--- src/rtl/ex_stage_if.sv ---
// Operation encodings and the ID/EX -> EX/MEM bundle for ex_stage.
// master drives the instruction side, slave is the execute stage.
package ex_pkg;
    localparam logic [7:0] op_null = 8'h00;
    localparam logic [7:0] op_add  = 8'h01;
    localparam logic [7:0] op_sub  = 8'h02;
    localparam logic [7:0] op_and  = 8'h03;
    localparam logic [7:0] op_or   = 8'h04;
    localparam logic [7:0] op_xor  = 8'h05;
    localparam logic [7:0] op_sll  = 8'h06;
    localparam logic [7:0] op_srl  = 8'h07;
    localparam logic [7:0] op_sra  = 8'h08;
    localparam logic [7:0] op_slt  = 8'h09;
    localparam logic [7:0] op_sltu = 8'h0a;
    localparam logic [7:0] op_div  = 8'h0b;
    localparam logic [7:0] op_divu = 8'h0c;
    localparam logic [7:0] op_rem  = 8'h0d;
    localparam logic [7:0] op_remu = 8'h0e;

    localparam logic [2:0] type_null  = 3'd0;
    localparam logic [2:0] type_logic = 3'd1;
    localparam logic [2:0] type_shift = 3'd2;
    localparam logic [2:0] type_arith = 3'd3;
    localparam logic [2:0] type_div   = 3'd4;
endpackage

interface ex_stage_if #(
    parameter int OP_W   = 8,
    parameter int TYPE_W = 3
);
    logic              flush;
    logic [OP_W-1:0]   op_i;
    logic [TYPE_W-1:0] type_i;
    logic [31:0]       reg1_i;
    logic [31:0]       reg2_i;
    logic              we_i;
    logic [4:0]        waddr_i;
    logic              we_o;
    logic [4:0]        waddr_o;
    logic [31:0]       wdata_o;
    logic              stall_req;

    modport master (
        output flush, op_i, type_i,
        output reg1_i, reg2_i,
        output we_i, waddr_i,
        input  we_o, waddr_o,
        input  wdata_o, stall_req
    );

    modport slave (
        input  flush, op_i, type_i,
        input  reg1_i, reg2_i,
        input  we_i, waddr_i,
        output we_o, waddr_o,
        output wdata_o, stall_req
    );
endinterface

--- src/rtl/ex_stage.sv ---
// Execute stage: combinational ALU plus iterative 32-step divider.
// Divider present only when EX_DIV_EN is defined.
module ex_stage
    import ex_pkg::*;
#(
    parameter int OP_W   = 8,
    parameter int TYPE_W = 3,
    parameter int XLEN   = 32
) (
    input logic      clk,
    input logic      rst,
    ex_stage_if.slave bus
);

    logic [XLEN-1:0] a;
    logic [XLEN-1:0] b;
    logic [4:0]      shamt;
    logic            ty_ok;

    assign a     = bus.reg1_i;
    assign b     = bus.reg2_i;
    assign shamt = bus.reg2_i[4:0];
    assign ty_ok = bus.type_i != TYPE_W'(type_null);

    logic is_add, is_sub, is_and, is_or, is_xor;
    logic is_sll, is_srl, is_sra, is_slt, is_sltu;
    logic is_div, is_divu, is_rem, is_remu;
    logic div_op;

    assign is_add  = bus.op_i == OP_W'(op_add);
    assign is_sub  = bus.op_i == OP_W'(op_sub);
    assign is_and  = bus.op_i == OP_W'(op_and);
    assign is_or   = bus.op_i == OP_W'(op_or);
    assign is_xor  = bus.op_i == OP_W'(op_xor);
    assign is_sll  = bus.op_i == OP_W'(op_sll);
    assign is_srl  = bus.op_i == OP_W'(op_srl);
    assign is_sra  = bus.op_i == OP_W'(op_sra);
    assign is_slt  = bus.op_i == OP_W'(op_slt);
    assign is_sltu = bus.op_i == OP_W'(op_sltu);
    assign is_div  = bus.op_i == OP_W'(op_div);
    assign is_divu = bus.op_i == OP_W'(op_divu);
    assign is_rem  = bus.op_i == OP_W'(op_rem);
    assign is_remu = bus.op_i == OP_W'(op_remu);

    assign div_op = (bus.type_i == TYPE_W'(type_div))
                  & (is_div | is_divu | is_rem | is_remu);

    logic [XLEN-1:0] alu_res;
    logic            alu_ok;

    always_comb begin
        alu_res = '0;
        alu_ok  = 1'b0;
        if (ty_ok) begin
            alu_ok = 1'b1;
            unique case (1'b1)
                is_add:  alu_res = a + b;
                is_sub:  alu_res = a - b;
                is_and:  alu_res = a & b;
                is_or:   alu_res = a | b;
                is_xor:  alu_res = a ^ b;
                is_sll:  alu_res = a << shamt;
                is_srl:  alu_res = a >> shamt;
                is_sra:  alu_res = $signed(a) >>> shamt;
                is_slt:  alu_res = {{(XLEN-1){1'b0}},
                                    $signed(a) < $signed(b)};
                is_sltu: alu_res = {{(XLEN-1){1'b0}}, a < b};
                default: alu_ok  = 1'b0;
            endcase
        end
    end

    logic            stall;
    logic            done;
    logic [XLEN-1:0] div_res;

`ifdef EX_DIV_EN
    localparam int CW = $clog2(XLEN);

    typedef enum logic [1:0] {
        S_IDLE,
        S_BUSY,
        S_DONE
    } div_st_t;

    div_st_t st, st_nxt;

    logic [XLEN-1:0] dvd, dsr, quo, rem;
    logic [CW-1:0]   cnt;
    logic            neg_q, neg_r;
    logic            sgn;
    logic            b_zero;
    logic [XLEN-1:0] abs_a, abs_b;
    logic [XLEN:0]   trial;
    logic [XLEN-1:0] q_out, r_out;

    assign sgn    = is_div | is_rem;
    assign b_zero = b == '0;
    assign abs_a  = (sgn && a[XLEN-1]) ? -a : a;
    assign abs_b  = (sgn && b[XLEN-1]) ? -b : b;
    assign trial  = {rem, dvd[XLEN-1]} - {1'b0, dsr};

    always_ff @(posedge clk) begin
        if (rst)
            st <= S_IDLE;
        else
            st <= st_nxt;
    end

    always_comb begin
        st_nxt = st;
        unique case (st)
            S_IDLE:
                if (!bus.flush && div_op)
                    st_nxt = b_zero ? S_DONE : S_BUSY;
            S_BUSY:
                if (bus.flush)
                    st_nxt = S_IDLE;
                else if (cnt == CW'(XLEN-1))
                    st_nxt = S_DONE;
            S_DONE:
                st_nxt = S_IDLE;
            default:
                st_nxt = S_IDLE;
        endcase
    end

    // Divide by zero preloads the RISC-V result so DONE needs no special case.
    always_ff @(posedge clk) begin
        if (rst) begin
            dvd   <= '0;
            dsr   <= '0;
            quo   <= '0;
            rem   <= '0;
            cnt   <= '0;
            neg_q <= 1'b0;
            neg_r <= 1'b0;
        end else if (st == S_IDLE && st_nxt != S_IDLE) begin
            dvd   <= abs_a;
            dsr   <= abs_b;
            quo   <= b_zero ? '1 : '0;
            rem   <= b_zero ? abs_a : '0;
            cnt   <= '0;
            neg_q <= sgn & (a[XLEN-1] ^ b[XLEN-1]) & ~b_zero;
            neg_r <= sgn & a[XLEN-1];
        end else if (st == S_BUSY && !bus.flush) begin
            dvd <= {dvd[XLEN-2:0], 1'b0};
            cnt <= cnt + 1'b1;
            if (!trial[XLEN]) begin
                rem <= trial[XLEN-1:0];
                quo <= {quo[XLEN-2:0], 1'b1};
            end else begin
                rem <= {rem[XLEN-2:0], dvd[XLEN-1]};
                quo <= {quo[XLEN-2:0], 1'b0};
            end
        end
    end

    assign q_out   = neg_q ? -quo : quo;
    assign r_out   = neg_r ? -rem : rem;
    assign div_res = (is_rem | is_remu) ? r_out : q_out;
    assign done    = st == S_DONE;
    assign stall   = (st == S_IDLE && div_op)
                   || st == S_BUSY;
`else
    logic unused_div;

    assign unused_div = clk ^ div_op ^ is_divu ^ is_remu;
    assign div_res    = '0;
    assign done       = 1'b0;
    assign stall      = 1'b0;
`endif

    always_comb begin
        bus.stall_req = 1'b0;
        bus.we_o      = 1'b0;
        bus.wdata_o   = '0;
        bus.waddr_o   = rst ? 5'd0 : bus.waddr_i;
        if (!rst && !bus.flush) begin
            bus.stall_req = stall;
            if (done) begin
                bus.we_o    = bus.we_i;
                bus.wdata_o = div_res;
            end else if (!stall && alu_ok) begin
                bus.we_o    = bus.we_i;
                bus.wdata_o = alu_res;
            end
        end
    end

endmodule

--- src/flat_wrapper.sv ---
// flat-port wrapper written by rule: the top's interface ports become plain ports
module ex_stage_flat import ex_pkg::*;
#(
    parameter int OP_W   = 8,
    parameter int TYPE_W = 3,
    parameter int XLEN   = 32
)
  (clk, rst, bus_flush, bus_op_i, bus_type_i, bus_reg1_i, bus_reg2_i, bus_we_i, bus_waddr_i, bus_we_o, bus_waddr_o, bus_wdata_o, bus_stall_req);
  ex_stage_if #(.OP_W(OP_W), .TYPE_W(TYPE_W)) bus_i ();
  input logic clk;
  input logic rst;
  input wire logic [$bits(bus_i.flush)-1:0] bus_flush;
  input wire logic [$bits(bus_i.op_i)-1:0] bus_op_i;
  input wire logic [$bits(bus_i.type_i)-1:0] bus_type_i;
  input wire logic [$bits(bus_i.reg1_i)-1:0] bus_reg1_i;
  input wire logic [$bits(bus_i.reg2_i)-1:0] bus_reg2_i;
  input wire logic [$bits(bus_i.we_i)-1:0] bus_we_i;
  input wire logic [$bits(bus_i.waddr_i)-1:0] bus_waddr_i;
  output wire logic [$bits(bus_i.we_o)-1:0] bus_we_o;
  output wire logic [$bits(bus_i.waddr_o)-1:0] bus_waddr_o;
  output wire logic [$bits(bus_i.wdata_o)-1:0] bus_wdata_o;
  output wire logic [$bits(bus_i.stall_req)-1:0] bus_stall_req;
  assign bus_i.flush = bus_flush;
  assign bus_i.op_i = bus_op_i;
  assign bus_i.type_i = bus_type_i;
  assign bus_i.reg1_i = bus_reg1_i;
  assign bus_i.reg2_i = bus_reg2_i;
  assign bus_i.we_i = bus_we_i;
  assign bus_i.waddr_i = bus_waddr_i;
  assign bus_we_o = bus_i.we_o;
  assign bus_waddr_o = bus_i.waddr_o;
  assign bus_wdata_o = bus_i.wdata_o;
  assign bus_stall_req = bus_i.stall_req;
  ex_stage #(.OP_W(OP_W), .TYPE_W(TYPE_W), .XLEN(XLEN)) u_core (.clk(clk), .rst(rst), .bus(bus_i));
endmodule
--- config.mk ---
export PLATFORM = sky130hd
export DESIGN_NAME = ex_stage_flat
export DESIGN_NICKNAME = d
export VERILOG_FILES = /design/src/rtl/ex_stage_if.sv /design/src/rtl/ex_stage.sv /design/src/flat_wrapper.sv
export SDC_FILE = /design/constraint.sdc
export NUM_CORES = 1
export LEC_CHECK = 0
export ABC_AREA = 0
export CAP_MARGIN = 20
export CORE_ASPECT_RATIO = 0.9
export CORE_UTILIZATION = 55
export DETAILED_ROUTE_END_ITERATION = 6
export PLACE_DENSITY_LB_ADDON = 0.12
export SYNTH_ARGS = -nofsm -noshare
export SYNTH_HDL_FRONTEND = slang
export SYNTH_SLANG_ARGS = --single-unit
--- constraint.sdc ---
create_clock -name vclk -period 5.3
set_input_delay 0.795 -clock vclk [all_inputs]
set_output_delay 0.795 -clock vclk [all_outputs]
set_load 0.03 [all_outputs]
==> flow_summary_export.csv <==
group,metric,value,unit
place,place_ws,-0.212,ns
logic_synthesis,synth_cell_types,82,
worst_setup_path,crit_path_max_incr_delay,0.60,ns
timing,tightest_slew,1.11,ns
hold_path,hold_depth,5,
floorplan,die_h,124,microns
worst_setup_path,critPathMaxFanout,9,
logic_synthesis,synth_top_area_share,0.139,
floorplan,core,16100,sq um
finish,final_cell_mix,"nor2_1, buf_4, a21oi_1",
finish,syn_to_final_growth,21.0,%
finish,diodes,0,
floorplan,row_count,44,
global_routing,overflow,0,
place,place_hpwl,33.9,mm
place,io_buffers,121,
hold_path,worstHoldEndpoint,"bus_wdata_o[2]",
timing,fmax,191,MHz
logic_synthesis,syn_area,9030,sq um
finish,nFlopsAndLatches,0,
pwr,ir_drop,0.000117,V
detailed_routing,wl,43.3,mm
floorplan,num_io_pins,123,
finish,nets,1701,
hold_path,worstHoldStart,"bus_reg2_i[3]",
detailed_routing,drt_pre_antenna_iters,6,
detailed_routing,drc,0,
global_routing,grt_pass1_wl,63.1,mm
global_routing,grt_usage,0.499,
worst_setup_path,cp_data_required_time,4.51,ns
worst_setup_path,worstSetupEndpointType,"output port",
finish,drive_gt1_frac,0.151,
timing,fin_crit_sh,0.990,
detailed_routing,ant_nets,0,
detailed_routing,via_per_inst,7.12,
finish,final_cells,1720,
place,dp_cells,1720,
floorplan,start_util,0.562,
logic_synthesis,yosysWarnings,0,
logic_synthesis,netlist_instances,1382,
finish,register_area,0,sq um
finish,final_util,0.680,
status,status,"finished, final reports clean",
global_routing,grt_antenna_before_repair,0,
worst_setup_path,worstPathArrival,4.45,ns
worst_setup_path,crit_type,"input pin to output port",
hold_path,min_path_type,"input pin to output port",
timing,min_period,5.25,ns
detailed_routing,vias,12251,
timing,hold_violations,0,
flow_run,cap_violations,0,
finish,nClkBuffers,0,
global_routing,grt_max_degree,87,
finish,final_common_cell,"nor2_1",
floorplan,dieArea,16900,sq um
place,place_area,10900,sq um
worst_setup_path,slowest_stage,"clkdlybuf4s50_1",
timing,whs,2.47,ns
floorplan,die_x,137,microns
global_routing,grt_pass1_vias,10624,
finish,final_cell_area,10900,sq um
pwr,power.leakage,4.70,nW
timing,slew_viol_final,0,
detailed_routing,drt_iter0_drc,1974,
logic_synthesis,syn-mean-instance-area,6.53,sq um
pwr,power_density,95.2,nW/um^2
worst_setup_path,critPathLaunchType,"input pin",
place,gp_congestion,1.13,
timing,rsz0062_at_grt,"false",
logic_synthesis,syn_nets,1568,
logic_synthesis,synthTopCellsByArea,"ha_1, mux4_2, a21oi_1, nor2_1, o21ai_0",
timing,setup_ws,0.0515,ns
clocking,cts_setup_buffers,0,
logic_synthesis,synth.largest_area_cell,"ha_1",
timing,setup_viol_count_final,0,
logic_synthesis,synth-seq-area-share,0,
detailed_routing,wl_per_cell,25.2,microns
worst_setup_path,crit_chain,"clkdlybuf4s50_1 > inv_1 > ha_1 > nand3_1 > o22ai_1 > a2111oi_2 > buf_4 > o21ai_0 > a41oi_1 > o21ai_0 > mux2i_1 > nand2_1 > a31oi_1 > buf_4",
timing,max-slew-margin-rel,0.255,
-- critical path: cells and delay by family --
kind	cells	cell delay (ns)
adders and majority gates	1	0.42
and+or+nand+nor	2	0.22
AOI/OAI and AO/OA	6	1.72
muxes	1	0.20
buffers and inverters	4	1.08
-- metal layers --
| metal | track usage | routed length [microns] | vias up |
|---|---|---|---|
| met5 | 0 | 0 | - |
| met4 | 0.302 | 3360 | 0 |
| met3 | 0.120 | 6550 | 232 |
| met2 | 0.743 | 17800 | 1117 |
| met1 | 0.648 | 15600 | 5529 |
| li1 | - | - | 5373 |
-- cells in the mapped netlist, types with 11 or more instances --
cell	number
a31oi_1	29
or2_2	12
nand2b_1	14
mux2_2	15
xnor2_1	23
a211oi_1	35
o22ai_1	26
o21ai_0	99
clkbuf_1	66
mux2i_1	48
a21o_1	17
a21oi_1	133
nor3_1	35
mux4_2	30
nand3_1	22
a211o_1	13
inv_1	100
nand2_1	123
nor2_1	168
o21bai_1	13
buf_2	26
nor4_1	11
o211ai_1	15
ha_1	100
nor2b_1	25
a221oi_1	20
-- where the power goes --
| part | internal, W | total (W) | switching (W) |
|---|---|---|---|
| combinational | 0.000409 | 0.00104 | 0.000631 |
| clock | 0 | 0 | 0 |
| sequential | 0 | 0 | 0 |
-- per-stage QoR --
step | power (W) | TNS (ns)
global placement | 0.000969 | -0.215
detailed placement | 0.000982 | -0.212
finish | 0.00104 | 0
CTS | 0.000988 | 0
floorplan | 0.000613 | 0
global route | 0.00110 | 0
-- timing repair --
| action | CTS | global route |
|---|---|---|
| gates resized for setup | 3 | 8 |
| endpoints found under the setup margin | 2 | 7 |
| hold buffers | 0 | 0 |
| pin swaps | 0 | 2 |
-- final cells by class --
type                       instances  area [sq um]
tap                              207           259
multi-input combinational       1172          8230
timing repair buffer             239          2060
fill                            1478          5150
inverter                         102           383
-- worst max-delay path by stage --
stage,start,to,cells past startpoint
5_1_grt,bus_reg2_i[4],bus_wdata_o[29],14
4_1_cts,bus_reg1_i[0],bus_wdata_o[26],15
6_report,bus_reg2_i[4],bus_wdata_o[29],14
3_3_place_gp,bus_reg1_i[1],bus_wdata_o[29],14
2_1_floorplan,bus_reg2_i[2],bus_wdata_o[27],16
3_5_place_dp,bus_reg1_i[1],bus_wdata_o[29],14
-- cell families after synthesis --
logic type,count (synthesis),share of synthesized area
AND/OR/NAND/NOR,446,0.226
multiplexers,95,0.150
AO/OA/AOI/OAI,505,0.365
buffers and inverters,210,0.0938
XOR/XNOR,23,0.0223
other,1,0.000415
adder cells (fa/ha/maj),102,0.143
No activity file was read; power rests on OpenSTA's default activity.
